### src/rtl/panda_pcomp_pkg.sv
// Shared types and constants for the position-compare pulse generator.
package pcomp_pkg;

  typedef enum logic [1:0] {
    IDLE      = 2'd0,
    WAIT_RISE = 2'd1,
    WAIT_FALL = 2'd2
  } pcomp_state_t;

  localparam logic DIR_POS = 1'b0;
  localparam logic DIR_NEG = 1'b1;

endpackage

### src/rtl/panda_pcomp_cross.sv
// Wrap-safe "position has reached threshold" test in the direction of travel.
module pcomp_cross
  import pcomp_pkg::*;
#(
  parameter int PW = 32
) (
  input  logic [PW-1:0] posn,
  input  logic [PW-1:0] thr,
  input  logic          dir,
  output logic          crossed
);

  logic [PW-1:0] diff_s;

  // Sign of the modular difference decides; no magnitude compare so wrap is harmless
  always_comb begin
    diff_s = posn - thr;
    if (dir == DIR_NEG) begin
      crossed = diff_s[PW-1] | (diff_s == '0);
    end else begin
      crossed = ~diff_s[PW-1];
    end
  end

endmodule

### src/rtl/panda_pcomp.sv
// Position-compare pulse generator: NUM pulses of WIDTH, pitch STEP, from START,
// in positive or negative travel, with a sticky error for skipped pulses or bad config.
module panda_pcomp
  import pcomp_pkg::*;
#(
  parameter int PW = 32
) (
  input  logic          clk_i,
  input  logic          reset_n_i,
  input  logic          enable_i,
  input  logic [PW-1:0] posn_i,
  input  logic [PW-1:0] START,
  input  logic [PW-1:0] STEP,
  input  logic [PW-1:0] WIDTH,
  input  logic [PW-1:0] NUM,
  input  logic          DIR,
  output logic          act_o,
  output logic          pulse_o,
  output logic          err_o
);

  localparam logic [PW-1:0] ONE = PW'(1);

  pcomp_state_t  state_r, state_s;
  logic          enable_d_r;
  logic [PW-1:0] step_r, width_r, num_r;
  logic          dir_r;
  logic [PW-1:0] rise_r, rise_s, k_r, k_s;
  logic          act_r, act_s, pulse_r, pulse_s, err_r, err_s;
  logic [PW-1:0] fall_s, rise_adv_s, k_inc_s;
  logic          arm_s, cfg_bad_s, cross_r_s, cross_f_s;

  // Point arithmetic and arm detection
  always_comb begin
    arm_s     = enable_i & ~enable_d_r;
    cfg_bad_s = (STEP == '0) | (WIDTH == '0) | (WIDTH >= STEP);
    k_inc_s   = k_r + ONE;
    if (dir_r == DIR_POS) begin
      fall_s     = rise_r + width_r;
      rise_adv_s = rise_r + step_r;
    end else begin
      fall_s     = rise_r - width_r;
      rise_adv_s = rise_r - step_r;
    end
  end

  pcomp_cross #(.PW(PW)) u_cross_rise (
    .posn    (posn_i),
    .thr     (rise_r),
    .dir     (dir_r),
    .crossed (cross_r_s)
  );

  pcomp_cross #(.PW(PW)) u_cross_fall (
    .posn    (posn_i),
    .thr     (fall_s),
    .dir     (dir_r),
    .crossed (cross_f_s)
  );

  // Next-state: abort beats arm, arm beats any compare hit
  always_comb begin
    state_s = state_r;
    act_s   = act_r;
    pulse_s = pulse_r;
    err_s   = err_r;
    k_s     = k_r;
    rise_s  = rise_r;
    if (!enable_i) begin
      state_s = IDLE;
      act_s   = 1'b0;
      pulse_s = 1'b0;
    end else if (arm_s) begin
      pulse_s = 1'b0;
      k_s     = '0;
      rise_s  = START;
      if (cfg_bad_s) begin
        err_s   = 1'b1;
        act_s   = 1'b0;
        state_s = IDLE;
      end else begin
        err_s   = 1'b0;
        act_s   = 1'b1;
        state_s = WAIT_RISE;
      end
    end else begin
      case (state_r)
        IDLE: begin
          act_s   = 1'b0;
          pulse_s = 1'b0;
        end
        WAIT_RISE: begin
          if (cross_f_s) begin
            err_s   = 1'b1;
            act_s   = 1'b0;
            state_s = IDLE;
          end else if (cross_r_s) begin
            pulse_s = 1'b1;
            state_s = WAIT_FALL;
          end else begin
            state_s = WAIT_RISE;
          end
        end
        WAIT_FALL: begin
          if (cross_f_s) begin
            pulse_s = 1'b0;
            k_s     = k_inc_s;
            rise_s  = rise_adv_s;
            if ((num_r != '0) && (k_inc_s == num_r)) begin
              act_s   = 1'b0;
              state_s = IDLE;
            end else begin
              state_s = WAIT_RISE;
            end
          end else begin
            state_s = WAIT_FALL;
          end
        end
        default: begin
          state_s = IDLE;
          act_s   = 1'b0;
          pulse_s = 1'b0;
        end
      endcase
    end
  end

  // Control and output registers; enable history resets high so an enable held
  // across reset is not mistaken for a fresh arm
  always_ff @(posedge clk_i or negedge reset_n_i) begin
    if (!reset_n_i) begin
      state_r    <= IDLE;
      enable_d_r <= 1'b1;
      rise_r     <= '0;
      k_r        <= '0;
      act_r      <= 1'b0;
      pulse_r    <= 1'b0;
      err_r      <= 1'b0;
    end else begin
      state_r    <= state_s;
      enable_d_r <= enable_i;
      rise_r     <= rise_s;
      k_r        <= k_s;
      act_r      <= act_s;
      pulse_r    <= pulse_s;
      err_r      <= err_s;
    end
  end

  // Configuration shadow, captured only when arming
  always_ff @(posedge clk_i or negedge reset_n_i) begin
    if (!reset_n_i) begin
      step_r  <= '0;
      width_r <= '0;
      num_r   <= '0;
      dir_r   <= DIR_POS;
    end else if (arm_s) begin
      step_r  <= STEP;
      width_r <= WIDTH;
      num_r   <= NUM;
      dir_r   <= DIR;
    end else begin
      step_r  <= step_r;
      width_r <= width_r;
      num_r   <= num_r;
      dir_r   <= dir_r;
    end
  end

  assign act_o   = act_r;
  assign pulse_o = pulse_r;
  assign err_o   = err_r;

endmodule
### config.mk
export PLATFORM = sky130hd
export DESIGN_NAME = panda_pcomp
export DESIGN_NICKNAME = d
export VERILOG_FILES = /design/src/rtl/panda_pcomp_pkg.sv /design/src/rtl/panda_pcomp_cross.sv /design/src/rtl/panda_pcomp.sv
export SDC_FILE = /design/constraint.sdc
export NUM_CORES = 1
export LEC_CHECK = 0
export ABC_AREA = 1
export CAP_MARGIN = 20
export CORE_AREA = 8 8 193 195
export DETAILED_ROUTE_END_ITERATION = 10
export DIE_AREA = 0 0 201 203
export PLACE_DENSITY = 0.78
export SLEW_MARGIN = 20
export SYNTH_ARGS = -nofsm -noshare
export SYNTH_HDL_FRONTEND = slang
export SYNTH_SLANG_ARGS = --single-unit
### constraint.sdc
create_clock -name clk_i -period 5.4 [get_ports clk_i]
set_input_delay 0.81 -clock clk_i [delete_from_list [all_inputs] [get_ports clk_i]]
set_output_delay 0.81 -clock clk_i [all_outputs]
set_load 0.05 [all_outputs]
==> metrics <==
area delta synth->final=28.5%; Worst setup EP type=flip-flop; Worst IR Drop VDD=0.567 mV; CTS buffer count=17; initial drt markers=1,805; core area=34,100 sq um; Netlist cell types=53; post-DR vias/cell=5.54; Slew Limit Fails=0; DIE AREA=40,800 sq um; Finished Cell Area=23,400 sq um; GR Overflow Total=0; Async SR Flop Fraction=100%; Bufs and invs on worst path=9; Least-Margin Pin Slew=0.953 ns; Post-Route Skew=0.0231 ns; H-tree depth=4; Max-slew headroom=36.5%; antenna violations before repair=0; fraction of layout cells with a size suffix above 1=12.2%; CTS Sinks=167; Crit path required time=5.77 ns; DP HPWL=52.8 mm; slowest CP cell=dfrtp_1; Clock transition at path regs=0.08 ns; largest net degree at the start of global routing=107; Synth top area share=22.8%; filler cell count in the final layout=2,957; Synth Flop Type=dfrtp_1; antenna cell count=0; total power=0.0114 W; Gate Count Post-Synth=2,911; violated checks=negative setup slack; RR Startpoint=width_r[1]$_DFFE_PN0P_; status=finished, violations left; Die Ht=203 microns; Ports=167; crit path max fanout=8; drt pass-1 iters=6; Final period util=105%; Crit path largest cell delay=0.39 ns; #FFs+latches synth=167; max frequency=176 MHz; Synth warnings=0; crit start category=flip-flop; Pleak=12.0 nW; post-synthesis net count=3,241; DR WL/cell=17.8 microns; CP arrival=6.06 ns; Bufs on Longest Clock Path=2; Tot GR Track Use=31.2%; sequential area share after synthesis=22.9%; WL final=66.1 mm; Initial Utilization=53.5%; Placed Instances=3,655; Post-synth EDFFs=0; Max-Cap Viols=0; RSZ-0062 raised after global routing=true; setup TNS=-15.26 ns; Setup crit start=width_r[1]$_DFFE_PN0P_; Yosys top cell by area=dfrtp_1; final setup vio count=68; post-route ant nets=0; final setup margin=-0.292 ns; critical path class=reg2reg; Final #Nets=3,585; syn avg cell area=6.27 sq um; first-pass GRT wire length=103 mm; die width=201 microns; Via Count=20.6k; Hold Vio Cnt, Final=0; pwr/cell area=485 nW/um^2; min Tclk post-route=5.69 ns; Hold Crit Class=in2async; IO Port Bufs=166; num rows=68; RePlAce Congestion=0.980; largest cells by area after synthesis=dfrtp_1 23%, nand2_1 19%, ha_1 11%; worst-skew pair later-pin latency=0.47 ns; drc violations=0; mapped cell area=18,200 sq um; number of global-route vias before repair=19.9k; Root Driver=clkbuf_16; CTS tree=yes; non-filler cells, final=3,723; Placed Area=21,600 sq um; CP top delay family=simple AND/OR/NAND/NOR gates
## registers in the layout, summed over array words and instances (netlist names), 2 cells and up
name,flops
num_r,32
rise_r,32
width_r,32
step_r,32
state_r,2
k_r,32
## report_power, final
group | switching (W) | internal, W | leakage [nW]
registers | 0.000214 | 0.00141 | 2.12
clock network | 0.000632 | 0.000625 | 0.289
logic | 0.00509 | 0.00339 | 9.62
## cell usage after synthesis, types with 5 or more instances
master,instances
buf_1,8
a21o_1,9
or2_2,9
dfrtp_1,166
clkbuf_1,28
nor2_1,254
o21ai_1,8
a31oi_1,15
inv_2,5
a21boi_0,5
xor2_1,101
xnor2_1,58
nand3_1,170
o22ai_1,17
o31ai_1,8
nand4_1,38
buf_2,9
o21a_1,5
ha_1,162
inv_1,428
o21bai_1,11
nand3b_1,15
nor4_1,26
nor3_1,50
o21ai_0,165
a21oi_2,5
a21oi_1,140
nand2_1,925
o211ai_1,20
## path summary, 6_finish.rpt
check                                        to  slack (ns)  depth (start not counted)
setup / recovery             k_r[3]$_DFFE_PN0P_       -0.29                         39
hold / removal             num_r[1]$_DFFE_PN0P_        0.41                          1
setup reg to reg             k_r[3]$_DFFE_PN0P_       -0.29                         39
hold reg to reg               err_o$_DFFE_PN0P_        0.52                          1
max in group asynchronous    k_r[3]$_DFFE_PN0P_        3.77                          2
min in group clk_i            err_o$_DFFE_PN0P_        0.52                          1
## metal layers
metal	up-vias	global-route usage, %	share of wire, %
met4	0	10.5	3.0
met5	-	0	0
met3	126	3.44	7.7
met2	856	50.3	45
li1	10104	-	-
met1	9526	43.2	44
## repair_timing
action                                  CTS  global route
endpoints found under the setup margin   69            69
gates resized for setup                 117            86
hold buffers                              0             0
pin swaps                                26            27
buffers inserted                         19            10
cloned                                    7             3
## worst register-to-register path: cells and delay by family, from the launching register on
kind                       cells  cell delay (ns)
and+or+nand+nor               22             2.47
buffers and inverters          9             1.16
adders and majority gates      2             0.74
AOI/OAI and AO/OA              4             0.57
DFF                            1             0.39
xor gates and xnor gates       2             0.22
## stage by stage
| step | worst slack, ns | utilization, % | hold WS, ns |
|---|---|---|---|
| 2_1_floorplan | 0.106 | - | 0.461 |
| 3_3_place_gp | -0.418 | 63.3 | 0.490 |
| 3_5_place_dp | -0.504 | 63.3 | 0.497 |
| 4_1_cts | -0.138 | 67.3 | 0.456 |
| 5_1_grt | -0.732 | 68.7 | 0.474 |
| 6_report | -0.292 | 68.7 | 0.411 |
## layout make-up
| type | instances | area, sq um | area share (%) |
|---|---|---|---|
| Multi-Input combinational cell | 2261 | 12900 | 55.0 |
| Sequential cell | 167 | 4180 | 17.8 |
| Timing Repair Buffer | 374 | 3560 | 15.2 |
| Inverter | 434 | 1630 | 6.96 |
| Tap cell | 455 | 569 | 2.43 |
| Clock buffer | 17 | 425 | 1.81 |
| Clock inverter | 15 | 175 | 0.747 |
## layout by cell type (no fill, tap or decap), types with 11 or more instances in the layout
master             n
nand3b_1          15
nor2_1           245
a31oi_1           14
ha_1             155
buf_4            182
a21oi_1          125
clkdlybuf4s50_1  165
nor3_1            43
xnor2_1           57
inv_1            423
nand2_1          904
xor2_1           100
o21ai_0          130
clkbuf_16         20
o211ai_1          20
nand2_2           18
o21bai_1          11
a21oi_2           18
nand4_1           38
nand3_2           12
o22ai_2           12
o21ai_1           27
o21ai_2           17
nand3_1          158
nor4_1            26
dfrtp_1          165
## cells by family (layout without fill, tap and decap cells)
logic type | after synthesis | after routing | share of synthesized area [%]
muxes | 1 | 1 | 0.0549
AOI/OAI and AO/OA | 424 | 424 | 13.1
and+or+nand+nor | 1509 | 1509 | 34.4
DFF | 167 | 167 | 22.9
xor gates and xnor gates | 161 | 161 | 7.88
buffers and inverters | 483 | 840 | 10.1
adders and majority gates | 166 | 166 | 11.6
No activity file was read; power rests on OpenSTA's default activity.
